==> config.mk <==
export PLATFORM = sky130hd
export DESIGN_NAME = sseg_scan_ctrl
export DESIGN_NICKNAME = d
export VERILOG_FILES = /design/src/rtl/sseg_pkg.sv /design/src/rtl/hex2sseg.sv /design/src/rtl/sseg_scan_timer.sv /design/src/rtl/sseg_scan_ctrl.sv
export SDC_FILE = /design/constraint.sdc
export NUM_CORES = 1
export LEC_CHECK = 0
export BUFFER_PORTS_ARGS = -buffer_cell sky130_fd_sc_hd__buf_2
export CAP_MARGIN = 20
export CELL_PAD_IN_SITES_DETAIL_PLACEMENT = 1
export CELL_PAD_IN_SITES_GLOBAL_PLACEMENT = 1
export CORE_MARGIN = 2
export CORE_UTILIZATION = 30
export CTS_BUF_LIST = sky130_fd_sc_hd__clkbuf_4
export CTS_CLUSTER_SIZE = 14
export DETAILED_ROUTE_END_ITERATION = 10
export HOLD_SLACK_MARGIN = 0.15
export PLACE_DENSITY_LB_ADDON = 0.05
export SYNTH_ARGS = -nofsm -noshare
export SYNTH_HDL_FRONTEND = slang
export SYNTH_SLANG_ARGS = --single-unit
==> constraint.sdc <==
create_clock -name clk -period 2.1 [get_ports clk]
set_input_delay 0.42 -clock clk [delete_from_list [all_inputs] [get_ports clk]]
set_output_delay 0.42 -clock clk [all_outputs]
set_load 0.05 [all_outputs]
==> src/rtl/sseg_pkg.sv <==
// Shared field layout and helpers for the multiplexed 7-segment scan controller.
package sseg_pkg;
  localparam int EN_BIT  = 5;
  localparam int HEX_MSB = 4;
  localparam int HEX_LSB = 1;
  localparam int DP_BIT  = 0;
  localparam int DIGIT_W = 6;

  localparam logic [6:0] SSEG_BLANK = 7'h7F;

  typedef logic [DIGIT_W-1:0] digit_t;

  function automatic int dig_w(input int n);
    return (n > 1) ? $clog2(n) : 1;
  endfunction
endpackage

==> src/rtl/hex2sseg.sv <==
// Hex nibble to active-low 7-segment pattern, bit order {g,f,e,d,c,b,a}.
module hex2sseg (
  input  logic [3:0] hex,
  output logic [6:0] seg
);
  always_comb begin
    seg = 7'h7F;
    case (hex)
      4'h0: seg = 7'h40;
      4'h1: seg = 7'h79;
      4'h2: seg = 7'h24;
      4'h3: seg = 7'h30;
      4'h4: seg = 7'h19;
      4'h5: seg = 7'h12;
      4'h6: seg = 7'h02;
      4'h7: seg = 7'h78;
      4'h8: seg = 7'h00;
      4'h9: seg = 7'h10;
      4'hA: seg = 7'h08;
      4'hB: seg = 7'h03;
      4'hC: seg = 7'h46;
      4'hD: seg = 7'h21;
      4'hE: seg = 7'h06;
      4'hF: seg = 7'h0E;
      default: seg = 7'h7F;
    endcase
  end
endmodule

==> src/rtl/sseg_scan_timer.sv <==
// Scan timing: prescaler -> PWM sub-tick counter -> digit index, plus frame boundary strobe.
module sseg_scan_timer import sseg_pkg::*; #(
  parameter  int N_DIGITS = 8,
  parameter  int SUB_DIV  = 781,
  parameter  int BRIGHT_W = 4,
  localparam int DIG_W    = dig_w(N_DIGITS)
) (
  input  logic                clk,
  input  logic                reset,
  output logic                sub_tick,
  output logic [BRIGHT_W-1:0] pwm_cnt,
  output logic [DIG_W-1:0]    dig_idx,
  output logic                frame_boundary
);
  localparam int PRESC_W = (SUB_DIV > 1) ? $clog2(SUB_DIV) : 1;

  logic [PRESC_W-1:0] presc;
  logic               pwm_wrap;
  logic               last_dig;

  assign sub_tick       = (presc == PRESC_W'(SUB_DIV - 1));
  assign pwm_wrap       = &pwm_cnt;
  assign last_dig       = (dig_idx == DIG_W'(N_DIGITS - 1));
  assign frame_boundary = sub_tick && pwm_wrap && last_dig;

  always_ff @(posedge clk) begin
    if (reset) begin
      presc   <= '0;
      pwm_cnt <= '0;
      dig_idx <= '0;
    end else if (sub_tick) begin
      presc   <= '0;
      pwm_cnt <= pwm_cnt + 1'b1;
      if (pwm_wrap)
        dig_idx <= last_dig ? '0 : dig_idx + 1'b1;
    end else begin
      presc <= presc + 1'b1;
    end
  end
endmodule

==> src/rtl/sseg_scan_ctrl.sv <==
// Double-buffered multiplexed 7-segment scan controller with PWM brightness.
// Optional per-digit blinking is compiled in with SSEG_BLINK_EN.
module sseg_scan_ctrl import sseg_pkg::*; #(
  parameter  int N_DIGITS     = 8,
  parameter  int SUB_DIV      = 781,
  parameter  int BRIGHT_W     = 4,
`ifdef SSEG_BLINK_EN
  parameter  int BLINK_FRAMES = 32,
`endif
  localparam int DIG_W        = dig_w(N_DIGITS)
) (
  input  logic                clk,
  input  logic                reset,
  input  logic                wr_en,
  input  logic [DIG_W-1:0]    wr_addr,
  input  logic [5:0]          wr_data,
  input  logic                commit,
  input  logic [BRIGHT_W-1:0] brightness,
`ifdef SSEG_BLINK_EN
  input  logic [N_DIGITS-1:0] blink_mask,
`endif
  output logic [N_DIGITS-1:0] AN,
  output logic [6:0]          sseg,
  output logic                DP,
  output logic                frame_done,
  output logic                busy
);
  logic                sub_tick, frame_boundary, boundary;
  logic [BRIGHT_W-1:0] pwm_cnt;
  logic [DIG_W-1:0]    dig_idx;

  digit_t [N_DIGITS-1:0] shadow, display;
  digit_t                cur;
  logic                  pending, lit, dp_nxt;
  logic [N_DIGITS-1:0]   an_nxt;
  logic [6:0]            seg_dec, sseg_nxt;

  sseg_scan_timer #(.N_DIGITS(N_DIGITS), .SUB_DIV(SUB_DIV), .BRIGHT_W(BRIGHT_W)) u_timer (
    .clk(clk), .reset(reset), .sub_tick(sub_tick), .pwm_cnt(pwm_cnt),
    .dig_idx(dig_idx), .frame_boundary(frame_boundary)
  );

  // frame_boundary already implies sub_tick; the AND keeps the qualifier explicit here.
  assign boundary = sub_tick && frame_boundary;
  assign cur      = display[dig_idx];
  assign busy     = pending;

  hex2sseg u_dec (.hex(cur[HEX_MSB:HEX_LSB]), .seg(seg_dec));

`ifdef SSEG_BLINK_EN
  localparam int BCNT_W = (BLINK_FRAMES > 1) ? $clog2(BLINK_FRAMES) : 1;
  logic [BCNT_W-1:0] blink_cnt;
  logic              blink_phase;

  always_ff @(posedge clk) begin
    if (reset) begin
      blink_cnt   <= '0;
      blink_phase <= 1'b0;
    end else if (boundary) begin
      if (blink_cnt == BCNT_W'(BLINK_FRAMES - 1)) begin
        blink_cnt   <= '0;
        blink_phase <= ~blink_phase;
      end else begin
        blink_cnt <= blink_cnt + 1'b1;
      end
    end
  end
`endif

  // Max brightness still leaves one dark sub-tick per slot, so adjacent digits never ghost.
  always_comb begin
    lit = cur[EN_BIT] && (pwm_cnt < brightness);
`ifdef SSEG_BLINK_EN
    if (blink_phase && blink_mask[dig_idx]) lit = 1'b0;
`endif
    an_nxt   = '1;
    sseg_nxt = SSEG_BLANK;
    dp_nxt   = 1'b1;
    if (lit) begin
      an_nxt[dig_idx] = 1'b0;
      sseg_nxt        = seg_dec;
      dp_nxt          = ~cur[DP_BIT];
    end
  end

  // The copy takes the shadow value from before this cycle's write, so a write
  // colliding with the copy only becomes visible after the following commit.
  always_ff @(posedge clk) begin
    if (reset) begin
      shadow     <= '0;
      display    <= '0;
      pending    <= 1'b0;
      frame_done <= 1'b0;
      AN         <= '1;
      sseg       <= SSEG_BLANK;
      DP         <= 1'b1;
    end else begin
      if (wr_en && (32'(wr_addr) < N_DIGITS))
        shadow[wr_addr] <= wr_data;
      if (boundary) begin
        if (pending || commit) display <= shadow;
        pending <= 1'b0;
      end else if (commit) begin
        pending <= 1'b1;
      end
      frame_done <= boundary;
      AN         <= an_nxt;
      sseg       <= sseg_nxt;
      DP         <= dp_nxt;
    end
  end
endmodule

After elaboration in Yosys (flattened, before gate mapping)

Memory sizes are Yosys's and may differ from the RTL's. A register that Yosys moved wholly into a read port is not among the register bits.
Cells that the tools add are included.

Add/subtract/negate cells: 3
Order comparisons: 5
Equal/unequal tests: 2
Multiplexer cells: 8
Bitwise operators: 3
Reductions and logical operators: 13

Operator list:

| kind                                                                  | count |
|---|---|
| 48-bit bitwise mux                                                    | 1 |
| 6-bit binary-select mux with 3-bit select                             | 1 |
| 6-bit demux with 3-bit select                                         | 1 |
| 6-bit 2-to-1 mux                                                      | 2 |
| 10-bit by 1-bit adder with 10-bit output, second input constant       | 1 |
| 10-bit == test, second input constant                                 | 1 |
| 3-bit by 4-bit < comparator with 1-bit output, second input constant  | 2 |
| 8-bit inverter                                                        | 1 |
| 3-bit by 1-bit >= comparator with 1-bit output, second input constant | 2 |
| 1-bit logical AND                                                     | 6 |
| 2-bit OR reduction                                                    | 3 |
| 5-bit AND reduction                                                   | 1 |
| 4-bit by 1-bit adder with 4-bit output, second input constant         | 1 |
| 4-bit < comparator                                                    | 1 |
| 4-bit AND reduction                                                   | 1 |
| 3-bit by 1-bit adder with 3-bit output, second input constant         | 1 |
| 1-bit demux with 3-bit select                                         | 1 |
| 3-bit == test, second input constant                                  | 1 |
| 3-bit 2-to-1 mux                                                      | 1 |
| 1-bit inverter                                                        | 2 |
| 2-bit AND reduction                                                   | 1 |
| 1-bit logical OR                                                      | 1 |
| 1-bit 2-to-1 mux                                                      | 1 |

Bits in registers: 124
Memory bits (read-only): 112
Output and inout bits: 18
Word-level logic and storage cells: 58
Memories: 1

Memories:

| name             | words | bits a word | read ports | clocked after Yosys merged registers in | write ports | RTL line      | source |
|---|---|---|---|---|---|---|---|
| (name not given) | 16    | 7           | 1          | 1                                       | 0           | hex2sseg.sv:8 | `case (hex)` |

Longest topological paths before layout

Depth in word-level cells: 5
Gate-level depth with buffers: 11
Mapped depth without buffers: 9

Hierarchy

A second synthesis with hierarchy kept.

Cell total of the unflattened synthesis: 602
Area, all modules: 5605.4 µm²

By module, submodules not included:

| module          | instances | cells each | area each (µm²) | seq. area each (µm²) |
|---|---|---|---|---|
| sseg_scan_ctrl  | 1         | 476        | 4449.3          | 2282.2 |
| sseg_scan_timer | 1         | 94         | 880.8           | 340.3 |
| hex2sseg        | 1         | 32         | 275.3           | 0.0 |

Worst setup path before layout

OpenSTA, ideal clock, no wires.

Path kind: register -> register
From: register u_timer.dig_idx[0]
To: register sseg[3]
Setup time: 0.058 ns
Arrival: 2.193 ns
Setup slack: -0.151 ns
Cell stages (with the launch flop): 10
Path buffers: 1
Period minus slack after synthesis: 2.251 ns
Cell sequence: dfxtp_1 -> buf_2 -> mux4_2 -> mux2_2 -> inv_1 -> ha_1 -> inv_1 -> mux2i_1 -> mux2_2 -> nand2_1

Longest elaborated chain between the ends: 5

RTL lines:

| element                                       | RTL line              | source |
|---|---|---|
| start, declared                               | sseg_scan_timer.sv:12 | `output logic [DIG_W-1:0] dig_idx,` |
| start signal, assigned                        | sseg_scan_timer.sv:35 | `dig_idx <= last_dig ? '0 : dig_idx + 1'b1;` |
| 6-bit binary-select mux with 3-bit select (*) | sseg_scan_ctrl.sv:45  | `assign cur = display[dig_idx];` |
| 6-bit 2-to-1 mux (implied by the code) (*)    | sseg_scan_ctrl.sv:45  |  |
| 1-bit logical AND                             | sseg_scan_ctrl.sv:72  | `lit = cur[EN_BIT] && (pwm_cnt < brightness);` |
| 1-bit inverter (no line)                      | --                    |  |
| 2-bit OR reduction (no line)                  | --                    |  |
| end, declared                                 | sseg_scan_ctrl.sv:23  | `output logic [6:0] sseg,` |

Mark *: on every way between the ends. The rest lies on a longest branch, timed or not. The select of a mux whose other input is x is not followed.
A chain may end at the register's enable or synchronous reset.

Final worst setup path

Same ends and word-level chain as after synthesis.

==> results.toml <==
[routing]
num_vias = 4078
remaining_drc_errors = 0
viasPerCell = 4.687
wl_per_cell_microns = 16.20
ant_nets = 0
drtIter0Drc = 114
first_pass_iters = 4
drt-total-wl_mm = 14.10

[placement]
place.gp.congestion = 0.7467
dpl_cell_area_sq_mm = 0.005979
io_buffer_count = 34
hpwlAfterDp_mm = 9.366
dp.cells = 828

[sta]
fmax_mhz = 492.0
final_hold_viol_count = 0
setup_violations = 0
max_slew_margin_pct = 53.74
hold_slack_ps = 225.8
post-route-period-util_pct = 96.80
rsz0062_at_grt = "false"
finalClockSkew_ps = 16.22
tightest_slew_ps = 693.9
drv_slew = 0
min_period_ps = 2033

[power]
power_density_mw_per_mm2 = 684.9
ir_drop_uv = 432.0
p_leak_uw = 0.002467

[layout]
design_area_sq_mm = 0.006404
fillers = 2068
area_delta_synth_final_pct = 18.80
multi_input_area_sq_mm = 0.002577
final_util_pct = 36.02
layout.nets = 656
layout-drive-gt1-share_pct = 21.91
register_area_sq_mm = 0.002631
stdcell_count = 870

[synth]
synth_edf_count = 0
syn_avg_cell_area_sq_um = 9.391
ys_ff_latch = 131
syn_nets = 604
ys_types = 45
synth-main-ff-cell = "dfxtp_1"
yosysSeqAreaShare_pct = 48.65
synth_cells = 574
netlist_area_sq_mm = 0.005390
async_flop_share_pct = 0
ys_warn_count = 0

[floorplan]
start_util_pct = 30.32
core_sq_mm = 0.01778
num_rows = 49
die_y_microns = 138.0
io_pins = 35
fp.dieW_microns = 138.0
die_area_sq_mm = 0.01906

[hold_path]
min_path_cells = 3
hp-start = "commit"
hp-class = "input pin to flop"
min_to = "busy"

[global_routing]
grt_max_degree = 65
grt_pass1_wl_mm = 23.00
first_global_vias = 4263
track_usage_pct = 15.27
grt-ovfl-total = 0
antenna_found_initial = 1

[setup_path]
r2r_cells = 7
crit_path_end_kind = "flop"
crit_fanout = 6
regToRegStartpoint = "u_timer.dig_idx[0]"
cp-start-kind = "flop"
r2r-end = "sseg[3]"
required_ps = 2540
crit_type = "flop to flop"
r2r_slack_ps = 70
cp.arrival_ps = 2470

[clocking]
cts_buffer_depth = 2
path_clk_slew_ps = 120
cts_made_buffers = 17
cts_tree = "yes"
cts-root-buf = "clkbuf_4"
clock_latency_ps = 540
htreeDepth = 4
clock_sinks = 131

[run_status]
status = "complete, no violations"

[job]
drv_cap = 0
[worst max-delay path by stage]
stage	start	to	slack, ps	cells after the start
2_1_floorplan	u_timer.dig_idx[0]	sseg[3]	7	9
3_3_place_gp	u_timer.dig_idx[1]	AN[5]	-60	6
3_5_place_dp	u_timer.dig_idx[1]	AN[5]	-90	6
4_1_cts	u_timer.dig_idx[0]	sseg[3]	0.8	8
5_1_grt	u_timer.dig_idx[0]	sseg[5]	1	6
6_report	u_timer.dig_idx[0]	sseg[3]	70	7
[logic make-up (layout without fill, tap and decap cells)]
logic type,after synthesis,in the layout,synth area share [%]
muxes,75,75,16.64
buffers and inverters,52,117,4.086
other,0,2,0
and+or+nand+nor,226,226,18.69
adders and majority gates,13,13,3.018
DFF,131,131,48.65
AOI/OAI and AO/OA,66,66,7.126
xor gates and xnor gates,11,11,1.788
[metal layers]
metal | wire, microns | global-route usage, %
met1 | 6767 | 19.70
met2 | 6846 | 25.20
met3 | 368 | 4.468
met4 | 116 | 3.867
met5 | 0 | 0
[cell type report]
class	instances	area share (%)
Timing Repair Buffer	75	9.203
Inverter	10	0.6252
Sequential cell	131	41.09
Multi-Input combinational cell	391	40.25
Clock inverter	14	2.169
Tap cell	229	4.474
Clock buffer	18	2.110
Antenna cell	2	0.07816
[critical path, cell delays in order (launching register included)]
cell     delay [ps]
dfxtp_4         420
mux4_2          500
mux2_4          320
buf_4           160
ha_2            200
mux2i_1         130
mux2_2          170
nand2_1          50
[layout by cell type (no fill, tap or decap), drive strengths merged, types with 5 or more instances in the layout]
cell type	count
a21oi	52
buf	73
clkbuf	19
clkinv	6
clkinvlp	5
dfxtp	131
ha	13
inv	11
mux2	7
mux2i	59
mux4	9
nand2	108
nand2b	5
nand3	9
nand4	6
nor2	67
nor3	5
xor2	9
[registers in the layout (all words and copies together) (netlist names)]
name             cells
AN                   8
DP                   1
busy                 1
display             48
frame_done           1
shadow              48
sseg                 7
u_timer.dig_idx      3
u_timer.presc       10
u_timer.pwm_cnt      4
[through the flow]
stage / setup slack, ps / setup TNS [ps] / total power [uW]
floorplan: 6.990 / 0 / 2698
global placement: -58.27 / -122.0 / 2759
detailed placement: -89.57 / -541.9 / 2767
CTS: 0.8293 / 0 / 4491
global route: 1.406 / 0 / 4634
finish: 67.29 / 0 / 4386
[cell usage after synthesis, types with 2 or more instances]
library cell  instances  area (sq um)
a21o_1                2         15.01
a21oi_1              51         255.2
and2_1                2         12.51
and3_1                3         18.77
buf_1                 7         26.28
buf_2                 8         40.04
buf_4                 2         15.01
clkbuf_1             24         90.09
dfxtp_1             131          2623
ha_1                 13         162.7
inv_1                10         37.54
mux2_2                7         78.83
mux2i_1              57         570.6
mux2i_4               2         45.04
mux4_2                9         202.7
nand2_1             108         405.4
nand2b_1              5         31.28
nand3_1               9         45.04
nand3b_1              4         30.03
nand4_1               6         37.54
nand4b_1              4         35.03
nor2_1               67         251.5
nor2b_1               3         18.77
nor3_1                3         15.01
nor3_2                2         20.02
nor3b_2               2         25.02
o211ai_1              3         22.52
o221ai_1              2         17.52
or2_2                 2         12.51
or3_1                 2         12.51
xnor2_1               2         17.52
xor2_1                9         78.83
[power breakdown]
group	internal (uW)	switching, uW
registers	2510	13.3
logic	65.0	117
clock network	708	976
total	3280	1110
[what timing repair did]
item	4_1_cts	5_1_grt
cloned	0	1
resized for setup	4	13
setup buffers	0	6
hold buffers	1	0
hold endpoints to repair	3	0
endpoints found under the setup margin	57	40
Power figures use the tool's default switching activity.
